--- config.mk ---
export PLATFORM = sky130hd
export DESIGN_NAME = instr_sequencer
export DESIGN_NICKNAME = d
export VERILOG_FILES = /design/src/rtl/instr_sequencer.sv
export SDC_FILE = /design/constraint.sdc
export NUM_CORES = 1
export LEC_CHECK = 0
export ABC_AREA = 1
export BUFFER_PORTS_ARGS = -buffer_cell sky130_fd_sc_hd__buf_2
export CAP_MARGIN = 20
export CORE_MARGIN = 4
export CORE_UTILIZATION = 38
export CTS_BUF_LIST = sky130_fd_sc_hd__clkbuf_4 sky130_fd_sc_hd__clkbuf_8
export DETAILED_ROUTE_END_ITERATION = 12
export GPL_TIMING_DRIVEN = 0
export SYNTH_ARGS = -nofsm -noshare
export SYNTH_HDL_FRONTEND = slang
export SYNTH_SLANG_ARGS = --single-unit
--- constraint.sdc ---
create_clock -name clock -period 2.4 [get_ports clock]
set_input_delay 0.24 -clock clock [delete_from_list [all_inputs] [get_ports clock]]
set_output_delay 0.24 -clock clock [all_outputs]
set_load 0.01 [all_outputs]
--- src/rtl/instr_sequencer.sv ---
// Fetch-and-step sequencer: fetches 9-bit instructions over req/ack, then walks the 4-phase step count.
// Optional single-step debug (WAIT state, step/step_mode ports) is enabled by defining SINGLE_STEP_EN.
//
// state   | meaning
// --------+--------------------------------------------------------------
// S_IDLE  | stopped, waiting for run
// S_FETCH | mem_req high at PC, waiting for mem_ack
// S_EXEC  | count steps 00..11 over the latched instruction
// S_HALT  | HALT opcode fetched, waiting for run to resume at PC
// S_WAIT  | single-step only: instruction done, waiting for step
module instr_sequencer #(
  parameter int         ADDR_W  = 8,
  parameter logic [2:0] HALT_OP = 3'b110
) (
  input  logic              clock,
  input  logic              resetn,
  input  logic              run,
  input  logic              stop,
  output logic              mem_req,
  output logic [ADDR_W-1:0] mem_addr,
  input  logic              mem_ack,
  input  logic [8:0]        mem_data,
  output logic [8:0]        instr,
  output logic [1:0]        count,
  output logic              exec,
  output logic              busy,
  output logic              halted
`ifdef SINGLE_STEP_EN
  ,
  input  logic              step,
  input  logic              step_mode
`endif
);

  typedef enum logic [2:0] {
    S_IDLE,
    S_FETCH,
    S_EXEC,
    S_HALT,
    S_WAIT
  } state_t;

  state_t              state, state_nxt;
  logic [ADDR_W-1:0]   pc, pc_nxt;
  logic [8:0]          instr_nxt;
  logic [1:0]          count_nxt;

  assign mem_addr = pc;

  // Status outputs are registered from the next state so they line up with state.
  always_ff @(posedge clock) begin
    if (resetn) begin
      state   <= S_IDLE;
      pc      <= '0;
      instr   <= '0;
      count   <= 2'b00;
      mem_req <= 1'b0;
      exec    <= 1'b0;
      busy    <= 1'b0;
      halted  <= 1'b0;
    end else begin
      state   <= state_nxt;
      pc      <= pc_nxt;
      instr   <= instr_nxt;
      count   <= count_nxt;
      mem_req <= (state_nxt == S_FETCH);
      exec    <= (state_nxt == S_EXEC);
      busy    <= (state_nxt == S_FETCH) || (state_nxt == S_EXEC);
      halted  <= (state_nxt == S_HALT);
    end
  end

  always_comb begin
    state_nxt = state;
    pc_nxt    = pc;
    instr_nxt = instr;
    count_nxt = 2'b00;
    case (state)
      S_IDLE: begin
        if (run) state_nxt = S_FETCH;
      end
      S_FETCH: begin
        if (mem_ack) begin
          instr_nxt = mem_data;
          pc_nxt    = pc + ADDR_W'(1);
          state_nxt = (mem_data[8:6] == HALT_OP) ? S_HALT : S_EXEC;
        end
      end
      S_EXEC: begin
        if (count == 2'b11) begin
          if (stop) begin
            state_nxt = S_IDLE;
          end
`ifdef SINGLE_STEP_EN
          else if (step_mode) begin
            state_nxt = S_WAIT;
          end
`endif
          else begin
            state_nxt = S_FETCH;
          end
        end else begin
          count_nxt = count + 2'd1;
        end
      end
      S_HALT: begin
        if (run) state_nxt = S_FETCH;
      end
`ifdef SINGLE_STEP_EN
      // stop takes priority over a coincident step so a debugger can always bail out.
      S_WAIT: begin
        if (stop)      state_nxt = S_IDLE;
        else if (step) state_nxt = S_FETCH;
      end
`endif
      default: state_nxt = S_IDLE;
    endcase
  end

endmodule

==> results of run 1 <==
-- cell usage after synthesis (all sizes together) --
cell type,instances
a21oi,7
dfxtp,26
buf,3
nor2,36
o21bai,1
inv,19
ha,2
nand2,37
o21ai,11
nand3,10
nor3,2
nand4,1
and3,1
conb,1
xor2,2
-- worst min path at each step --
stage,cells past startpoint,endpoint,slack (ns),startpoint
3_3_place_gp,1,count[0],0.43,count[0]
4_1_cts,2,mem_addr[6],0.13,resetn
5_1_grt,2,mem_addr[4],0.13,resetn
3_5_place_dp,1,count[0],0.44,count[0]
2_1_floorplan,1,mem_addr[3],0.31,resetn
6_report,2,mem_addr[4],0.14,resetn
-- layout make-up --
cell class / instances / area, µm²
fill: 297 / 1410
sequential: 26 / 520
multi-input combinational: 111 / 510
timing repair buffer: 36 / 180
inverter: 19 / 76.3
tap: 31 / 38.8
clock buffer: 4 / 36.3
buffer: 3 / 30.0
-- placed cells by master, fill, tap and decap left out, drive strengths merged --
| master | Yosys | layout |
|---|---|---|
| buf | 3 | 39 |
| nand2 | 37 | 37 |
| nor2 | 36 | 36 |
| dfxtp | 26 | 26 |
| inv | 19 | 19 |
| o21ai | 11 | 11 |
| nand3 | 10 | 10 |
| a21oi | 7 | 7 |
| clkbuf | 0 | 4 |
| nor3 | 2 | 2 |
| xor2 | 2 | 2 |
| ha | 2 | 2 |
| o21bai | 1 | 1 |
| and3 | 1 | 1 |
| nand4 | 1 | 1 |
| conb | 1 | 1 |
-- power by group --
group	total, mW	internal (mW)	switching, mW	leakage, nW
registers	0.449	0.442	0.00718	0.211
logic	0.0656	0.0271	0.0385	0.481
clock network	0.224	0.0927	0.132	0.0210
-- critical path, stage by stage (launching register included) --
cell and delay (ns):
dfxtp_1 0.47, inv_2 0.08, nor2_4 0.12, nand3_4 0.16, buf_6 0.19, o21ai_0 0.15, nor2_1 0.05
-- registers in the layout, summed over array words and instances (netlist names) --
| register | count |
|---|---|
| busy | 1 |
| count | 2 |
| exec | 1 |
| halted | 1 |
| instr | 9 |
| mem_addr | 8 |
| mem_req | 1 |
| state | 3 |
-- per-layer routing --
| layer | part of all wire, % | GRT usage, % |
|---|---|---|
| met1 | 45 | 16.0 |
| met2 | 49 | 23.2 |
| met3 | 5.7 | 2.88 |
| met4 | 0.76 | 5.79 |
| met5 | 0 | 0 |
-- cell families (layout without fill, tap and decap cells) --
family,count (synthesis),after routing
simple gates,87,87
xor+xnor,2,2
fa+ha+maj,2,2
compound gates,19,19
flops,26,26
other cells,1,1
buf+inv,22,62
==> results.py, run 1 <==
metrics = {
    "status": {
        "status": "finished clean",
    },
    "placement": {
        "dp.cells": 226,
        "port_buffers": 36,
        "gp_congestion": 0.830,
        "dp_hpwl_mm": 1.92,
        "pre_cts_slack_ns": 1.10,
        "dpl-instance-area_um2": 1360,
    },
    "logic_synthesis": {
        "synth_warnings": 0,
        "synth_top_area_share_pct": 45.8,
        "synth_top_family_by_area": "simple AND/OR/NAND/NOR gates",
        "yosys.area_share.simple_pct": 32.2,
        "yosys.area.top_type": "dfxtp_1",
        "yosysSeqAreaShare_pct": 45.8,
        "synth.avg_cell_area_um2": 7.15,
        "syn_area_um2": 1140,
        "yosys_register_bits": 26,
        "synth_fa_ha_area_share_pct": 2.20,
        "ys_types": 21,
        "synth_compound_area_share_pct": 8.58,
        "syn_inst": 159,
        "synthTopCellsByArea": "dfxtp_1 46%, nand2_1 12%, nor2_1 12%, inv_1 5.6%, o21ai_0 4.8%",
        "synth_nets": 175,
        "synthXorXnorAreaFrac_pct": 1.54,
        "synthMuxAreaShare_pct": 0,
    },
    "timing": {
        "fin_crit_ns": 1.30,
        "rsz0062_at_grt": "false",
        "finalSetupViolations": 0,
        "hold_viol": 0,
        "drv_slew": 0,
        "finalCritPeriodShare_pct": 54.2,
        "fin_ws_ns": 1.10,
        "final.setup_skew_ns": 0.00298,
        "fin_tns_setup_ns": 0,
        "hold_ws_ns": 0.140,
        "max_freq_mhz": 769,
    },
    "final_layout": {
        "fin_cells": 230,
        "nets": 216,
        "num_antenna_cells": 0,
        "post-route-util_pct": 49.6,
        "layout-drive-gt1-share_pct": 23.1,
        "postLayoutCellArea_um2": 1390,
        "area_growth_pct": 22.4,
    },
    "clocking": {
        "clock_path_buffers": 2,
        "cts_inserted_buffers": 3,
        "clk_pin_slew_ns": 0.14,
        "cts_hold_buf": 0,
        "cts.sinks": 26,
        "cts_root_buffer": "clkbuf_4",
        "cts_resized": 0,
        "htree_levels": 1,
        "post_cts.repair.setup_buffers": 0,
        "clkLatencyLatePin_ns": 0.32,
        "cts_tree": "built",
    },
    "grt": {
        "grt_pass1_vias": 1037,
        "grt_pass1_wl_mm": 4.36,
        "antenna_found_initial": 0,
        "grt_max_degree": 15,
        "globalRouteOverflowTotal": 0,
        "track_usage_pct": 13.4,
    },
    "worst_setup_path": {
        "crit_fanout": 10,
        "critPathCaptureType": "flop",
        "r2r_cells": 6,
        "worstPathArrival_ns": 1.53,
        "crit_type": "reg2reg",
        "ff2ff_setup_slack_ns": 1.10,
        "rr_endpoint": "mem_addr[1]",
        "required_ns": 2.63,
        "crit_path_start_kind": "flop",
        "reg2reg_from": "state[0]",
        "critPathCapture": "mem_addr[1]",
        "startpoint": "state[0]",
    },
    "routing": {
        "routed_via_density": 4.78,
        "drt_iter0_markers": 65,
        "drt-wirelength-per-cell_um": 10.9,
        "ant_nets": 0,
        "vias": 1100,
        "drc": 0,
        "routed_wl_mm": 2.50,
        "first_pass_iters": 4,
    },
    "pwr": {
        "power_density_nw_per_um2": 531,
        "p_leak_nw": 0.713,
        "peakVddDrop_uv": 323,
        "finalPower_mw": 0.739,
    },
    "floorplanning": {
        "num_io_pins": 37,
        "die_x_um": 62.7,
        "rows": 19,
        "die_area_um2": 3930,
        "coreArea_um2": 2810,
        "start_util_pct": 40.5,
        "die_y_um": 62.7,
    },
    "flow_run": {
        "cap_viol_max_count": 0,
    },
    "worst_hold_path": {
        "min_path_type": "in2reg",
    },
}
(Power assumes the default switching activity.)
==> run 2: changes to the inputs <==
Settings changed: ABC_AREA 1 to 0, PLACE_DENSITY set to 0.66.
Clock period 2.4 ns to 1.11 ns, I/O delays scaled along.
==> results.py, run 2 <==
metrics = {
    "status": {
        "status": "complete, but fails checks",
        "violations": "negative setup slack",
    },
    "worst_setup_path": {
        "critPathCaptureType": "flop",
        "crit_family": "simple AND/OR/NAND/NOR gates",
        "crit_fanout": 4,
        "crit_path_start_kind": "flop",
        "path_buf_inv": 1,
        "crit_type": "reg2reg",
        "path_cells": "or4b_1 > o21ai_2 > a311oi_2 > buf_4 > nor2_1",
        "critPathMaxStageDelay_ns": 0.55,
        "crit_slowest_cell": "or4b_1",
        "worstPathArrival_ns": 1.65,
        "required_ns": 1.37,
    },
    "pwr": {
        "power_frac_clock_pct": 37.7,
        "seq_power_share_pct": 55.6,
        "p_leak_nw": 0.671,
        "p_int_mw": 1.36,
        "p_comb_share_pct": 6.7,
        "finalPower_mw": 1.70,
        "p_sw_share_pct": 20.1,
        "power_density_nw_per_um2": 1150,
        "power_switching_mw": 0.343,
        "peakVddDrop_uv": 649,
    },
    "logic_synthesis": {
        "synth.avg_cell_area_um2": 8.87,
        "synthFlopType": "dfxtp_1",
        "yosys_register_bits": 26,
        "synthTopCellsByArea": "dfxtp_1 51%, nand2_1 11%, a21oi_1 5.8%, xor2_1 3.4%, nor2_1 3.3%",
        "yosysMostFrequentCell": "nand2_1",
        "synth_top_area_share_pct": 50.6,
        "synth_nets": 132,
        "synth-edff-count": 0,
        "syn_area_um2": 1030,
        "postSynth.asyncResetShare_pct": 0,
        "yosys.area.top_type": "dfxtp_1",
        "synthTopCellsByCount": "29 x nand2_1, 26 x dfxtp_1, 12 x a21oi_1",
        "yosysSeqAreaShare_pct": 50.6,
        "synth_warnings": 0,
        "ys_types": 28,
        "syn_inst": 116,
    },
    "grt": {
        "grt_use_met1_pct": 15.1,
        "globalRouteOverflowTotal": 0,
        "use_met3_pct": 3.02,
        "antenna_found_initial": 0,
        "top_usage_layer": "met2",
        "grt_pass1_vias": 874,
        "grt_max_degree": 16,
        "grt_pass1_wl_mm": 3.67,
        "grt_util_met2_pct": 23.6,
        "track_usage_pct": 13.2,
    },
    "floorplanning": {
        "rows": 18,
        "num_io_pins": 37,
        "start_util_pct": 40.8,
        "die_area_um2": 3600,
        "coreArea_um2": 2520,
        "die_y_um": 60.0,
        "die_x_um": 60.0,
    },
    "placement": {
        "dp_hpwl_mm": 1.63,
        "dp.cells": 182,
        "gp_congestion": 0.757,
        "port_buffers": 36,
    },
    "clocking": {
        "cts.sinks": 26,
        "clk_pin_slew_ns": 0.14,
        "cts_root_buffer": "clkbuf_4",
        "cts_inserted_buffers": 3,
        "clkLatencyLatePin_ns": 0.32,
        "htree_levels": 1,
        "clock_path_buffers": 2,
        "cts_tree": "built",
    },
    "routing": {
        "routed_wl_mm": 2.36,
        "routed_via_density": 4.84,
        "drt_iter0_markers": 16,
        "drt-wirelength-per-cell_um": 12.3,
        "vias": 930,
        "ant_nets": 0,
        "first_pass_iters": 6,
        "drc": 0,
    },
    "flow_run": {
        "cap_viol_max_count": 0,
    },
    "final_layout": {
        "mostFrequentLayoutCells": "36 x buf_2, 27 x nand2_1, 19 x dfxtp_1, 11 x a21oi_1, 9 x nor2_1",
        "final_common_cell": "buf_2",
        "post-route-util_pct": 58.5,
        "num_antenna_cells": 0,
        "nets": 179,
        "fin_cells": 192,
        "largest_reg_flops": 9,
        "layout-drive-gt1-share_pct": 43.2,
        "top_register": "instr",
        "area_growth_pct": 43.6,
    },
    "timing": {
        "final.setup_skew_ns": 0.0107,
        "max_freq_mhz": 719,
        "finalCritPeriodShare_pct": 125,
        "fin_crit_ns": 1.39,
        "rsz0062_at_grt": "true",
        "drv_slew": 0,
        "hold_viol": 0,
        "fin_ws_ns": -0.281,
        "finalSetupViolations": 23,
    },
    "worst_hold_path": {
        "min_path_type": "in2reg",
    },
}
## run 2: logic make-up after synthesis
kind of cell,synth area share [%]
adder cells (fa/ha/maj),2.43
multiplexers,3.04
AO/OA/AOI/OAI,9.24
XOR/XNOR,4.26
other,0.365
AND/OR/NAND/NOR,25.5
buffers and inverters,4.50
flip-flops,50.6
## run 2: layout make-up
| class | instances | area (µm²) |
|---|---|---|
| clock buffer | 3 | 22.5 |
| fill | 246 | 1050 |
| buffer | 5 | 48.8 |
| sequential | 26 | 534 |
| multi-input combinational | 81 | 539 |
| tap | 30 | 37.5 |
| inverter | 2 | 7.51 |
| timing repair buffer | 44 | 256 |
| clock inverter | 1 | 30.0 |
## run 2: metal layers
layer	routed length [µm]	vias to the layer above
met2	1180	22
met1	1010	423
met3	126	6
met4	41	0
met5	0	-
li1	-	479
## run 2: worst register-to-register path: cells and delay by family, from the launching register on
| family | cells | cell delay (ns) |
|---|---|---|
| flip-flops | 1 | 0.39 |
| AO/OA/AOI/OAI | 2 | 0.16 |
| AND/OR/NAND/NOR | 2 | 0.62 |
| buffers and inverters | 1 | 0.18 |
## run 2: what timing repair did
action / in CTS / in global routing
pin swaps: 4 / 4
gates resized for setup: 6 / 19
hold buffers: 1 / 1
endpoints found under the setup margin: 23 / 27
buffers inserted: 6 / 0
hold endpoints to repair: 1 / 1
## run 2: through the flow
| step | hold slack, ns | area (µm²) | setup WS [ns] | TNS (ns) |
|---|---|---|---|---|
| after floorplan | 0.247 | 1070 | -0.278 | -2.89 |
| after global placement | 0.357 | 1290 | -0.330 | -4.13 |
| after detailed placement | 0.363 | 1290 | -0.361 | -4.49 |
| after CTS | 0.0000346 | 1390 | -0.293 | -4.96 |
| after global routing | 0.00649 | 1480 | -0.352 | -6.11 |
| final | 0.0100 | 1480 | -0.281 | -4.66 |
## run 2: power groups by stage
stage                     combinational (mW)  clock [mW]  sequential [mW]
after floorplan                       0.0464           0            0.973
after global placement                0.0900           0            0.970
after detailed placement              0.0922           0            0.970
after CTS                             0.0995       0.663            0.947
after global routing                   0.125       0.697            0.951
final                                  0.114       0.642            0.949
## run 2: path summary, 6_finish.rpt
check        slack (ns)  depth (start not counted)  endpoint         from
min reg2reg        0.46                          2  instr[1]     instr[1]
max reg2reg       -0.28                          5   mem_req     state[0]
min                0.01                          3  instr[4]  mem_data[4]
max               -0.28                          5   mem_req     state[0]
